<file path="src/rtl/posit16_pkg.sv">
// posit16_pkg: shared widths, special encodings and decoded-word layout for posit<16,0> decoding
package posit16_pkg;
  localparam int N  = 16;
  localparam int ES = 0;
  localparam int KW = $clog2(N) + 1;
  localparam int MW = N - 2;
  localparam int LW = $clog2(N);
  localparam logic [N-1:0] ZERO_WORD = 16'h0000;
  localparam logic [N-1:0] NAR_WORD  = 16'h8000;
  typedef struct packed {
    logic                 sign;
    logic                 zero;
    logic                 nar;
    logic signed [KW-1:0] k;
    logic [MW-1:0]        mant;
  } posit_dec_t;
endpackage

</file>
<file path="src/rtl/posit_run_len.sv">
// posit_run_len: combinational length of the leading run of the top bit of a posit body
module posit_run_len #(
  parameter int W  = 15,
  parameter int LW = $clog2(W + 1)
) (
  input  logic [W-1:0]  body,
  output logic [LW-1:0] len
);
  logic run;
  // walk from the MSB, counting bits until the first one that differs from body[W-1]
  always_comb begin
    len = '0;
    run = 1'b1;
    for (int i = W - 1; i >= 0; i--) begin
      run = run & (body[i] == body[W-1]);
      len = len + LW'(run);
    end
  end
endmodule

</file>
<file path="src/rtl/p160_decode_pipe.sv">
// p160_decode_pipe: two-stage valid/ready posit<16,0> decoder; P160_DEC_SPECIAL_CNT_EN adds a saturating zero/NaR output counter
module p160_decode_pipe
  import posit16_pkg::*;
(
  input  logic                 clk,
  input  logic                 rst,
  input  logic                 in_valid,
  output logic                 in_ready,
  input  logic [N-1:0]         in_p160,
  output logic                 out_valid,
  input  logic                 out_ready,
  output logic                 out_sign,
  output logic                 out_zero,
  output logic                 out_nar,
  output logic signed [KW-1:0] out_k,
`ifdef P160_DEC_SPECIAL_CNT_EN
  output logic [15:0]          special_cnt,
`endif
  output logic [MW-1:0]        out_mant
);
  logic s1_valid, s1_sign, s1_zero, s1_nar, s1_acc, s2_acc, special;
  logic [N-2:0] s1_body;
  logic [LW-1:0] m;
  logic [LW:0] sh;
  logic [MW-2:0] frac;
  posit_dec_t dec;
  assign s2_acc = !out_valid || out_ready;
  assign s1_acc = !s1_valid || s2_acc;
  assign in_ready = s1_acc;
  posit_run_len #(.W(N - 1), .LW(LW)) u_run_len (
    .body (s1_body),
    .len  (m)
  );
  // regime/fraction extraction from the stage-1 magnitude body; specials force k and mant to zero
  always_comb begin
    special = s1_zero || s1_nar;
    sh = {1'b0, m} + 1'b1;
    frac = (MW-1)'((s1_body << sh) >> 2);
    dec.sign = s1_sign;
    dec.zero = s1_zero;
    dec.nar = s1_nar;
    dec.k = special ? '0 : s1_body[N-2] ? KW'(m) - KW'(1) : -KW'(m);
    dec.mant = special ? '0 : {1'b1, frac};
  end
  // stage 1: capture sign, special flags and the low N-1 bits of |p|
  always_ff @(posedge clk) begin
    if (rst) begin
      s1_valid <= 1'b0;
      s1_sign <= 1'b0;
      s1_zero <= 1'b0;
      s1_nar <= 1'b0;
      s1_body <= '0;
    end else begin
      if (s1_acc) s1_valid <= in_valid;
      if (in_valid && s1_acc) begin
        s1_sign <= in_p160[N-1];
        s1_zero <= in_p160 == ZERO_WORD;
        s1_nar <= in_p160 == NAR_WORD;
        s1_body <= in_p160[N-1] ? -in_p160[N-2:0] : in_p160[N-2:0];
      end
    end
  end
  // stage 2: output register, held while the consumer stalls
  always_ff @(posedge clk) begin
    if (rst) begin
      out_valid <= 1'b0;
      {out_sign, out_zero, out_nar, out_k, out_mant} <= '0;
    end else begin
      if (s2_acc) out_valid <= s1_valid;
      if (s1_valid && s2_acc) {out_sign, out_zero, out_nar, out_k, out_mant} <= dec;
    end
  end
`ifdef P160_DEC_SPECIAL_CNT_EN
  // count delivered zero/NaR results, saturating at all ones
  always_ff @(posedge clk) begin
    if (rst) special_cnt <= '0;
    else if (out_valid && out_ready && (out_zero || out_nar) && special_cnt != 16'hFFFF) special_cnt <= special_cnt + 16'd1;
  end
`endif
endmodule

</file>
<file path="config.mk">
export PLATFORM = sky130hd
export DESIGN_NAME = p160_decode_pipe
export DESIGN_NICKNAME = d
export VERILOG_FILES = /design/src/rtl/posit16_pkg.sv /design/src/rtl/posit_run_len.sv /design/src/rtl/p160_decode_pipe.sv
export SDC_FILE = /design/constraint.sdc
export NUM_CORES = 1
export LEC_CHECK = 0
export ABC_AREA = 1
export ABC_CLOCK_PERIOD_IN_PS = 5610
export CORE_ASPECT_RATIO = 0.8
export CORE_MARGIN = 5
export CORE_UTILIZATION = 50
export DETAILED_ROUTE_END_ITERATION = 10
export PLACE_DENSITY = 0.79
export SYNTH_ARGS = -nofsm -noshare
export SYNTH_HDL_FRONTEND = slang
export SYNTH_SLANG_ARGS = --single-unit
</file>
<file path="constraint.sdc">
create_clock -name clk -period 5.61 [get_ports clk]
set_input_delay 1.683 -clock clk [delete_from_list [all_inputs] [get_ports clk]]
set_output_delay 1.683 -clock clk [all_outputs]
set_load 0.01 [all_outputs]
</file>
==> results.yml <==
pwr:
  seq_power_share_pct: 18.5
  swShare_pct: 50.7
  power.share.clock_pct: 9.1
  p_comb_share_pct: 72.4
  switchingPower_w: 0.00107
  internal-power_w: 0.00104
  power.leakage_nw: 1.80
  total_power_w: 0.00211
  powerDensity_nw_per_um2: 541
  peakVddDrop_uv: 225
clocking:
  cts_root_buf: "clkbuf_8"
  ctsHoldBuffers: 0
  ctsHtreeMaxLevel: 2
  cts-buffers-inserted: 5
  clk_pin_slew_worst_paths_ns: 0.08
  clock_latency_ns: 0.30
  clock-sinks: 42
  cts_max_path_buffers: 2
  cts_tree: "done"
final_layout:
  nets: 598
  diodes: 0
  final_layout_size_suffix_gt1_share_pct: 11.4
  syn_to_final_growth_pct: 20.6
  fin_util_pct: 61.4
synth:
  syn_inst: 516
  synth.distinct_cells: 39
  synth_area_um2: 3230
  synth_top_area_cell: "dfxtp_1"
  yosys_register_bits: 42
  ys.flop_type: "dfxtp_1"
  ys_warn_count: 0
  synth_edf_count: 0
  yosysTopAreaCellShare_pct: 26.0
  synth.avg_cell_area_um2: 6.26
  ys_seq_area_share_pct: 26.0
  synthArstFlopShare_pct: 0
  netlist_top_cells_area: "dfxtp_1, nand2_1, a21oi_1, nand3_1, inv_1"
  syn_nets: 554
timing:
  worst_pin_slew_ns: 0.474
  setup_viol: 0
  relSlewSlack_pct: 68.3
  slew_viol_final: 0
  finClkSkew_ns: 0.0114
  finalHoldViolCount: 0
  min_period_ns: 5.32
  final.setup.worst_slack_ns: 0.292
  final.period_utilization_pct: 94.8
  fmax_ghz: 0.188
  setup_tns_ns: 0
worst_setup_path:
  end_kind: "register"
  required_ns: 5.79
  cp_max_fo: 13
  crit_path_start_kind: "register"
  crit_arrival_ns: 5.49
  worstSetupPathType: "reg2reg"
route:
  route.detailed.drc: 0
  drtAntennaViolNets: 0
  wire_per_inst_um: 12.2
  vias: 3285
  viasPerCell: 5.09
  drt-initial-drc-count: 202
  wl_um: 7870
  drt-pass1-iter-count: 5
global_routing:
  grt.total_usage_pct: 20.4
  overflow: 0
  antenna_found_initial: 0
  grt_pass1_vias: 3102
  grt_pass1_wl_um: 13600
  grt_start_max_net_pins: 33
run:
  max_cap_viol_count: 0
die:
  initial_core_util_pct: 50.9
  die_h_um: 81.9
  core_area_um2: 6340
  dieArea_um2: 8180
  rows: 26
  io_pins: 44
  die_w_um: 99.9
run_status:
  status: "finished clean"
place:
  pre_cts_slack_ns: -0.103
  place_hpwl_um: 6210
  gp_congestion: 0.911
  numPortBuffers: 43
hold_path:
  hold_class: "reg2reg"
==> cell usage in the layout (no fill, tap or decap), types with 2 or more instances in the layout <==
cell,n
a21oi_1,42
a21oi_2,2
buf_4,12
clkbuf_8,5
clkdlybuf4s50_1,43
clkinv_4,2
dfxtp_1,40
dfxtp_4,2
fa_1,7
ha_1,8
inv_1,49
inv_2,12
mux2_2,2
nand2_1,170
nand2_2,10
nand2_4,3
nand3_1,44
nand4_1,5
nor2_1,31
nor2_2,2
nor3_1,5
o211ai_1,2
o21ai_0,25
o21ai_1,7
o21ai_2,2
o221ai_1,3
xor2_1,7
==> flip-flops by register name, summed over array words and instances (netlist names) <==
register,count
s1_body,15
out_mant,14
out_k,5
out_nar,1
out_sign,1
out_valid,1
out_zero,1
s1_nar,1
s1_sign,1
s1_valid,1
s1_zero,1
==> power by group through the flow <==
stage / registers [W] / logic, W / clock network [W]
after floorplan: 0.000412 / 0.00104 / 0
after global placement: 0.000395 / 0.00134 / 0
after detailed placement: 0.000398 / 0.00136 / 0
after CTS: 0.000391 / 0.00137 / 0.000195
after global routing: 0.000397 / 0.00172 / 0.000208
final: 0.000390 / 0.00153 / 0.000192
==> worst max-delay path, cell delays in order, from the launching register on <==
cell	delay, ns
dfxtp_4	0.40
clkbuf_2	0.16
nand3_1	0.10
o21ai_2	0.11
nand2_4	0.09
nor2_4	0.15
nand2_4	0.08
a21oi_4	0.14
o21a_1	0.15
fa_1	0.43
inv_2	0.07
fa_1	0.39
fa_1	0.48
fa_1	0.50
inv_1	0.04
ha_2	0.18
fa_2	0.59
inv_2	0.08
ha_4	0.29
clkinv_4	0.09
buf_4	0.16
o21ai_0	0.21
nand2_1	0.08
nand2_1	0.06
nand2_1	0.04
nand2_1	0.07
a21oi_1	0.05
==> cells by family (layout without fill, tap and decap cells) <==
kind of cell | after synthesis | count (layout) | synth area share [%]
compound gates | 88 | 88 | 14.9
xor+xnor | 8 | 8 | 2.17
fa+ha+maj | 18 | 18 | 8.83
buf+inv | 81 | 126 | 10.2
flops | 42 | 42 | 26.0
mux | 3 | 3 | 1.01
simple gates | 276 | 276 | 36.8
==> final timing paths <==
path	cells past startpoint	slack, ns	to	startpoint
worst max register to register	26	0.29	out_mant[11]	s1_body[14]
worst max-delay path	26	0.29	out_mant[11]	s1_body[14]
worst min register to register	2	0.46	out_nar	out_nar
worst min-delay path	2	0.46	out_nar	out_nar
==> timing repair <==
item / 4_1_cts / 5_1_grt
setup buffers: 0 / 7
gates resized for setup: 1 / 16
endpoints found under the setup margin: 6 / 14
pin swaps: 0 / 3
==> cells in the mapped netlist, types with 2 or more instances <==
cell,n
a21oi_1,44
buf_1,2
buf_2,3
buf_4,2
buf_6,2
clkbuf_1,10
dfxtp_1,42
fa_1,8
ha_1,10
inv_1,51
inv_2,11
mux2_2,2
nand2_1,170
nand2_2,11
nand2_4,2
nand3_1,44
nand4_1,5
nor2_1,31
nor2_2,2
nor3_1,5
o211ai_1,2
o21ai_0,26
o21ai_1,7
o221ai_1,3
xor2_1,7
==> per-layer routing <==
metal / GRT usage (%) / up-vias / routed length, µm
met5: 0 / - / 0
met4: 6.28 / 0 / 134
met3: 3.90 / 12 / 356
met2: 33.8 / 85 / 3520
met1: 27.0 / 1449 / 3860
li1: - / 1739 / -
==> layout make-up <==
class | instances | area [µm²]
Clock buffer | 6 | 72.6
Clock inverter | 2 | 13.8
Fill cell | 610 | 2450
Inverter | 62 | 238
Multi-Input combinational cell | 393 | 2090
Sequential cell | 42 | 848
Tap cell | 84 | 105
Timing Repair Buffer | 56 | 526
==> stage by stage <==
| step | std cells | instance area [µm²] | hold WS (ns) |
|---|---|---|---|
| after floorplan | 516 | 3230 | 0.464 |
| after global placement | 630 | 3710 | 0.452 |
| after detailed placement | 630 | 3710 | 0.453 |
| after CTS | 638 | 3800 | 0.464 |
| after global routing | 645 | 3890 | 0.488 |
| final | 645 | 3890 | 0.463 |
(Power assumes the default switching activity.)
